===== config.mk =====
export PLATFORM = sky130hd
export DESIGN_NAME = dma_bus_master
export DESIGN_NICKNAME = d
export VERILOG_FILES = /design/src/rtl/dma_bus_master.sv
export SDC_FILE = /design/constraint.sdc
export NUM_CORES = 1
export LEC_CHECK = 0
export BUFFER_PORTS_ARGS = -buffer_cell sky130_fd_sc_hd__buf_2
export CAP_MARGIN = 20
export CORE_AREA = 4 4 127 129
export CTS_CLUSTER_DIAMETER = 50
export CTS_CLUSTER_SIZE = 25
export DETAILED_ROUTE_END_ITERATION = 12
export DIE_AREA = 0 0 131 133
export PLACE_DENSITY = 0.53
export SETUP_SLACK_MARGIN = 0.15
export SLEW_MARGIN = 25
export SYNTH_ARGS = -nofsm -noshare
export SYNTH_HDL_FRONTEND = slang
export SYNTH_SLANG_ARGS = --single-unit

===== constraint.sdc =====
create_clock -name sclk_i -period 2.4 [get_ports sclk_i]
set_input_delay 0.48 -clock sclk_i [delete_from_list [all_inputs] [get_ports sclk_i]]
set_output_delay 0.48 -clock sclk_i [all_outputs]
set_load 0.01 [all_outputs]

===== src/rtl/dma_bus_master.sv =====
// -----------------------------------------------------------------------------
// dma_bus_master
//
// MC68030-style bus-master cycle generator for the RESDMAC DMA path. It
// requests the CPU bus (BR/_BG/_BGACK), runs LEN consecutive 32-bit read or
// write cycles terminated by _DSACK (or _STERM), then releases the bus.
// Bus strobes are driven active only while OWN is high.
//
// Optional feature macro:
//   STERM_EN  - when defined, _STERM=0 terminates a 32-bit cycle. If it is
//               sampled at the end of S2, WAIT is skipped (3-clock word).
//               When undefined, _STERM is ignored.
//
// Parameters:
//   MAX_WAIT      clocks allowed in WAIT before a timeout abort
//
// Ports:
//   sclk_i        CPU clock, all logic on the rising edge
//   rst_n_i       asynchronous active-low reset
//   start_i       begin a bus tenure (sampled in IDLE only)
//   dir_i         1 = write to memory, 0 = read from memory
//   len_i         word count for the tenure, 0 means 16
//   wdata_i       write word; the next word follows the cycle after word_ack_o
//   rdata_o       read word, valid while word_ack_o is high
//   word_ack_o    one-clock pulse per terminated word
//   done_o        one-clock pulse at normal release
//   err_o         one-clock pulse at abort (bus error, size error, timeout)
//   br_o          bus request
//   bg_n_i        bus grant
//   bgack_n_i     bus grant acknowledge from other masters
//   bgack_n_o     bus grant acknowledge driven by this block
//   as_n_i        address strobe of the current bus master
//   as_n_o        address strobe
//   ds_n_o        data strobe
//   r_w_o         read/write direction (0 = write)
//   dsack_n_i     data-size acknowledge
//   sterm_n_i     synchronous termination
//   berr_n_i      bus error
//   data_i        CPU data bus in
//   data_o        CPU data bus out
//   dmaen_n_o     low enables the address generator
//   own_o         high while this block is bus master
//   data_oe_n_o   low enables the data level shifters (writes only)
// -----------------------------------------------------------------------------
module dma_bus_master #(
   parameter int MAX_WAIT = 15
) (
   input  logic        sclk_i,
   input  logic        rst_n_i,
   input  logic        start_i,
   input  logic        dir_i,
   input  logic [3:0]  len_i,
   input  logic [31:0] wdata_i,
   output logic [31:0] rdata_o,
   output logic        word_ack_o,
   output logic        done_o,
   output logic        err_o,
   output logic        br_o,
   input  logic        bg_n_i,
   input  logic        bgack_n_i,
   output logic        bgack_n_o,
   input  logic        as_n_i,
   output logic        as_n_o,
   output logic        ds_n_o,
   output logic        r_w_o,
   input  logic [1:0]  dsack_n_i,
   input  logic        sterm_n_i,
   input  logic        berr_n_i,
   input  logic [31:0] data_i,
   output logic [31:0] data_o,
   output logic        dmaen_n_o,
   output logic        own_o,
   output logic        data_oe_n_o
);

   localparam int WCW = $clog2(MAX_WAIT + 1);

   typedef enum logic [2:0] {
      ST_IDLE, ST_REQ, ST_GRANT, ST_S1, ST_S2, ST_WAIT, ST_TERM, ST_REL
   } state_e;

   state_e         state_q, state_d;
   logic           dir_q, dir_d;
   logic [4:0]     cnt_q, cnt_d;        // words left in the tenure (1..16)
   logic [WCW-1:0] wait_q, wait_d;      // unterminated WAIT clocks so far
   logic           abort_q, abort_d;    // high in REL when the tenure aborted
   logic [31:0]    rdata_q, rdata_d;
   logic [31:0]    wdata_q, wdata_d;    // write word held after S1

   logic sterm_hit;
   logic term_ok;
   logic size_err;

`ifdef STERM_EN
   assign sterm_hit = ~sterm_n_i;
`else
   // _STERM is ignored in this build; the AND keeps the input read.
   assign sterm_hit = ~sterm_n_i & 1'b0;
`endif

   // Only a full 32-bit port acknowledge is a valid termination; a 16- or
   // 8-bit port answer cannot be handled by this master.
   assign term_ok  = (dsack_n_i == 2'b00) | sterm_hit;
   assign size_err = (dsack_n_i == 2'b01) | (dsack_n_i == 2'b10);

   // State register
   always_ff @(posedge sclk_i or negedge rst_n_i) begin
      if (!rst_n_i) begin
         state_q <= ST_IDLE;
         dir_q   <= 1'b0;
         cnt_q   <= 5'd0;
         wait_q  <= '0;
         abort_q <= 1'b0;
         rdata_q <= 32'd0;
         wdata_q <= 32'd0;
      end else begin
         state_q <= state_d;
         dir_q   <= dir_d;
         cnt_q   <= cnt_d;
         wait_q  <= wait_d;
         abort_q <= abort_d;
         rdata_q <= rdata_d;
         wdata_q <= wdata_d;
      end
   end

   // Next-state logic
   always_comb begin
      state_d = state_q;
      dir_d   = dir_q;
      cnt_d   = cnt_q;
      wait_d  = wait_q;
      abort_d = 1'b0;
      rdata_d = rdata_q;
      wdata_d = wdata_q;

      unique case (state_q)
         ST_IDLE: begin
            if (start_i) begin
               dir_d   = dir_i;
               cnt_d   = (len_i == 4'd0) ? 5'd16 : {1'b0, len_i};
               state_d = ST_REQ;
            end
         end
         ST_REQ: begin
            // Bus is free only when granted and no other master holds it.
            if (!bg_n_i && as_n_i && bgack_n_i) state_d = ST_GRANT;
         end
         ST_GRANT: begin
            state_d = ST_S1;
         end
         ST_S1: begin
            wdata_d = wdata_i;
            if (!berr_n_i) begin
               abort_d = 1'b1;
               state_d = ST_REL;
            end else begin
               state_d = ST_S2;
            end
         end
         ST_S2: begin
            wait_d = '0;
            if (!berr_n_i) begin
               abort_d = 1'b1;
               state_d = ST_REL;
            end else if (sterm_hit) begin
               rdata_d = data_i;
               state_d = ST_TERM;
            end else begin
               state_d = ST_WAIT;
            end
         end
         ST_WAIT: begin
            // Priority: bus error, valid termination, size error, timeout.
            if (!berr_n_i) begin
               abort_d = 1'b1;
               state_d = ST_REL;
            end else if (term_ok) begin
               rdata_d = data_i;
               state_d = ST_TERM;
            end else if (size_err || (wait_q == WCW'(MAX_WAIT - 1))) begin
               abort_d = 1'b1;
               state_d = ST_REL;
            end else begin
               wait_d = wait_q + 1'b1;
            end
         end
         ST_TERM: begin
            cnt_d   = cnt_q - 5'd1;
            state_d = (cnt_q == 5'd1) ? ST_REL : ST_S1;
         end
         ST_REL: begin
            state_d = ST_IDLE;
         end
         default: begin
            state_d = ST_IDLE;
         end
      endcase
   end

   // Output decode; all bus outputs follow the state register directly so an
   // asynchronous reset returns them to their idle levels at once.
   always_comb begin
      br_o        = 1'b0;
      bgack_n_o   = 1'b1;
      as_n_o      = 1'b1;
      ds_n_o      = 1'b1;
      r_w_o       = 1'b1;
      dmaen_n_o   = 1'b1;
      data_oe_n_o = 1'b1;
      own_o       = 1'b0;
      data_o      = 32'd0;
      word_ack_o  = 1'b0;
      done_o      = 1'b0;
      err_o       = 1'b0;
      rdata_o     = rdata_q;

      unique case (state_q)
         ST_REQ: begin
            br_o = 1'b1;
         end
         ST_GRANT: begin
            bgack_n_o = 1'b0;
            own_o     = 1'b1;
         end
         ST_S1, ST_S2, ST_WAIT, ST_TERM: begin
            bgack_n_o   = 1'b0;
            own_o       = 1'b1;
            r_w_o       = ~dir_q;
            dmaen_n_o   = 1'b0;
            data_oe_n_o = ~dir_q;
            if (state_q == ST_S1) begin
               as_n_o = 1'b0;
               data_o = dir_q ? wdata_i : 32'd0;
            end else if (state_q == ST_TERM) begin
               word_ack_o = 1'b1;
               data_o     = dir_q ? wdata_q : 32'd0;
            end else begin
               as_n_o = 1'b0;
               ds_n_o = 1'b0;
               data_o = dir_q ? wdata_q : 32'd0;
            end
         end
         ST_REL: begin
            done_o = ~abort_q;
            err_o  = abort_q;
         end
         default: begin
            br_o = 1'b0;
         end
      endcase
   end

endmodule

-- Word level (Yosys, flattened, before mapping)
Index checks and enable logic that the tools add are counted.
- register bits: 78
- output and inout bits: 75
- latch bits: 0
- input port bits: 79
- memories: 0
- word-level logic and storage cells: 84
- memory bits (read-only): 0
- RAM bits: 0
- magnitude comparators: 0
- equal/unequal tests: 17
- add/sub/neg operators: 2
- reduce and logical (&&, ||, !) cells: 17
- multiplexer cells: 38
- div/mod/pow operators: 0
- $mul: 0
- bitwise logic cells: 3
- shifts and indexed selects: 0
- operators with widths (cell ; count):
    two-way mux 32 bit ; 4
    case mux 3 bit (8 select lines) ; 1
    two-way mux 3 bit ; 6
    two-way mux 1 bit ; 17
    equality test 3 bit (second input constant) ; 4
    two-way mux 4 bit ; 3
    two-way mux 5 bit ; 2
    != test 2 bit (second input constant) ; 5
    case mux 5 bit (2 select lines) ; 1
    case mux 4 bit (2 select lines) ; 1
    equality test 3 x 2 -> 1 bit (second input constant) ; 2
    AND reduction 3 bit ; 2
    equality test 5 x 1 -> 1 bit (second input constant) ; 1
    OR reduction 5 bit ; 1
    subtractor 5 x 1 -> 5 bit (second input constant) ; 1
    adder 4 x 1 -> 4 bit (second input constant) ; 1
    equality test 4 bit (second input constant) ; 1
    logical NOT 4 bit ; 1
    two-way mux 2 bit ; 2
    != test 4 bit (second input constant) ; 1
    AND reduction 2 bit ; 2
    AND reduction 4 bit ; 1
    nonzero test 2 bit ; 2
    OR reduction 4 bit ; 1
    other kinds (12) ; 14

-- Depth between registers and ports, before layout
- word-level depth: 7
- depth in mapped cells: 6
- gate-level depth less buffers: 6

-- Least setup slack after synthesis
OpenSTA, ideal clock, no wires.
- path kind: register to output
- start point: register state_q[1]
- end point: output port data_o[10]
- data arrival time: 1.407 ns
- data required time: 1.920 ns
- path slack: 0.513 ns
- cell stages (with the launch flop): 7
- cell sequence: dfrtp_1 -> nand2_1 -> or2_1 -> buf_6 -> buf_6 -> mux2_4 -> nor2b_1
- cells in the longest elaborated chain, start to end: 3
- ends and longest elaborated chain (what ; line ; RTL):
    from (decl) ; 82 ; state_e state_q, state_d;
    from (signal assigned) ; 117 ; state_q <= state_d;
    equality test 3 x 2 -> 1 bit (tied with other cells) ; 218, 232 ;
    OR reduction 4 bit or two-way mux 32 bit (tied branches) ; 218, 232 ;
    two-way mux 32 bit (*) ; 218 ; unique case (state_q)
    to (decl) ; 70 ; output logic [31:0] data_o,
Mark *: on every way between the ends. The rest lies on a longest branch, timed or not.

-- Final worst setup path
- start point: register state_q[2]
- end point: output port data_o[19]
Same word-level chain as after synthesis.

==> metrics.txt <==
outcome finished clean; Pwr Density 1350 nW/um^2; worst r2r dst rdata_o[7]; period utilisation layout 95.5%; area of the mapped netlist 3670 um^2; root cell of the clock tree clkbuf_16; CP endpoint kind output port; Gate Count Post-Synth 289; RR Startpoint state_q[2]; Wirelength per Cell 14.4 um; Synth Net Count 373; unrepaired setup endpoints after global routing yes; Detail Route Antenna Nets 0; FF-to-FF setup slack 0.55 ns; initial antenna violation count 0; final worst setup slack 0.107 ns; synthesized area per cell 12.7 um^2; class of the most critical setup path flip-flop to output port; Yosys warnings 0; Power, Total 6.99 mW; worst slack at placement 0.255 ns; IO Pins 154; total gr overflow 0; CTS Buf Count 9; most frequent cells in the layout buf_2 (146), dfrtp_1 (78), mux2_2 (35), nor2b_1 (29), mux2_4 (29); CTS clock-pin slew for the worst setup and hold paths 0.06 ns; FF-to-FF path depth 5; H-tree levels 3; placed cells 622; Final Non-Filler Cells 642; minimum clock period 2.29 ns; Vias/cell 4.30; number of diodes 0; slew margin rel. 51.9%; dpl cell area 4670 um^2; Unique masters post-synth 40; layout cells sized above 1 55.9%; CTS tree done; Total GRT Usage 10.7%; largest net degree at the start of global routing 35; synthesis-stage register bit count 78; Die ar. 17,400 um^2; Leakage 2.67 nW; Final Max Slew Viols 0; chip height 133 um; Critical Path Source Type flip-flop; arrival time at the worst endpoint 1.81 ns; Peak Freq 0.436 GHz; most common cell after layout, fill and taps aside buf_2; max_cap viols 0; Final Hold Viols 0; dpl hpwl 6910 um; worst slew pin tran 0.712 ns; fin nets 533; first-pass detailed-route iteration total 5; final setup fails 0; clk_lat worst skew 0.33 ns; P&R area growth vs syn 40.4%; TNS Setup 0 ns; final core occ 34.3%; clock buffer depth 2; Residual DRC 0; final wirelength 9230 um; clk_skew 0.00776 ns; starting density of the core 24.4%; worst hold path type input port to async pin; CP max FO 13; Design Area, Final 5160 um^2; sequential cell area fraction in the yosys report 53.1%; buffers added on ports 152; worst hold slack 0.0498 ns; via count 2,762; core box area 15,000 um^2; VDD IR-drop max 0.000359 V; CP required 1.92 ns; Die Span X 131 um; Rows 45; vias in the first global route 2,841; clock sink count 78; global-route wire length before repair 14,600 um; global placer's final weighted congestion 0.743; initial drt markers 82
## registers in the layout (all words and copies together), names as in the netlist
register and cells:
cnt_q 5, rdata_o 32, wait_q 4, abort_q 1, wdata_q 32, state_q 3
dir_q 1
## layout make-up
| type | instances | area (um^2) |
|---|---|---|
| clock buffer | 14 | 284 |
| clock inverter | 2 | 37.5 |
| fill | 1540 | 9880 |
| inverter | 9 | 33.8 |
| multi-input combinational | 186 | 1640 |
| sequential | 78 | 1950 |
| tap | 188 | 235 |
| timing repair buffer | 165 | 975 |
## kinds of logic after synthesis
logic type      Yosys count  synth area share [%]
simple gates             82                  12.6
flops                    78                  53.1
mux                      66                  23.1
compound gates           33                  5.72
buf+inv                  25                  3.71
fa+ha+maj                 5                  1.70
## power by group
| group | switching, mW | internal [mW] | total [mW] |
|---|---|---|---|
| sequential | 0.289 | 1.97 | 2.26 |
| combinational | 1.47 | 1.81 | 3.28 |
| clock | 0.523 | 0.920 | 1.44 |
| total | 2.29 | 4.70 | 6.99 |
## routing by layer
| metal | share of wire, % | routed length [um] | vias to the layer above | global-route usage (%) |
|---|---|---|---|---|
| met4 | 1.9 | 175 | 0 | 4.74 |
| met3 | 5.5 | 504 | 12 | 2.42 |
| met2 | 50 | 4630 | 85 | 17.5 |
| met1 | 42 | 3920 | 1339 | 13.4 |
| met5 | 0 | 0 | - | 0 |
| li1 | - | - | 1326 | - |
## Yosys cell counts, drive strengths merged
| library cell | instances | area share (%) |
|---|---|---|
| dfrtp | 78 | 53 |
| mux2 | 64 | 23 |
| and2 | 1 | 0.17 |
| o311ai | 1 | 0.24 |
| ha | 5 | 1.7 |
| buf | 11 | 2.2 |
| nand3 | 4 | 0.54 |
| or2 | 1 | 0.17 |
| clkbuf | 5 | 0.54 |
| nor2 | 14 | 1.4 |
| or4b | 1 | 0.37 |
| nor4 | 2 | 0.34 |
| o311a | 1 | 0.27 |
| a21oi | 8 | 1.1 |
| mux2i | 2 | 0.54 |
| nand4b | 1 | 0.24 |
| nand4 | 3 | 0.51 |
| nor4b | 1 | 0.24 |
| o221a | 1 | 0.31 |
| a311oi | 3 | 0.72 |
| nand2 | 10 | 1.0 |
| nand2b | 5 | 0.85 |
| a21boi | 1 | 0.20 |
| and2b | 1 | 0.20 |
| inv | 9 | 0.92 |
| o22ai | 2 | 0.34 |
| o21a | 1 | 0.20 |
| a31oi | 2 | 0.34 |
| and3b | 1 | 0.24 |
| o21ai | 10 | 1.4 |
| nor2b | 34 | 5.8 |
| nand3b | 1 | 0.20 |
| o31a | 1 | 0.24 |
| a22oi | 2 | 0.41 |
| nor3 | 2 | 0.27 |
## critical path, stage by stage, from the launching register on
cell and delay (ns):
dfrtp_1 0.40, or2_4 0.32, buf_12 0.18, mux2_4 0.31
nor2b_1 0.14, buf_2 0.13
## timing repair
action                                  in CTS  in global routing
buffers inserted                             1                  2
gates cloned                                 1                  0
hold buffers                                 0                  0
pin swaps                                    2                  1
endpoints found under the setup margin      32                 32
endpoints found under the hold margin        0                  0
resized for setup                           14                 11
## worst max-delay path by stage
stage	start	to	slack, ns	depth (start not counted)
after floorplan	state_q[1]	data_o[10]	0.51	6
after global placement	state_q[1]	data_o[31]	0.25	6
after detailed placement	state_q[1]	data_o[31]	0.25	6
after CTS	state_q[0]	data_o[4]	0.06	6
after global routing	state_q[1]	data_o[22]	0.01	6
final	state_q[2]	data_o[19]	0.11	5
Note: power is estimated with default switching activity, not from simulation.
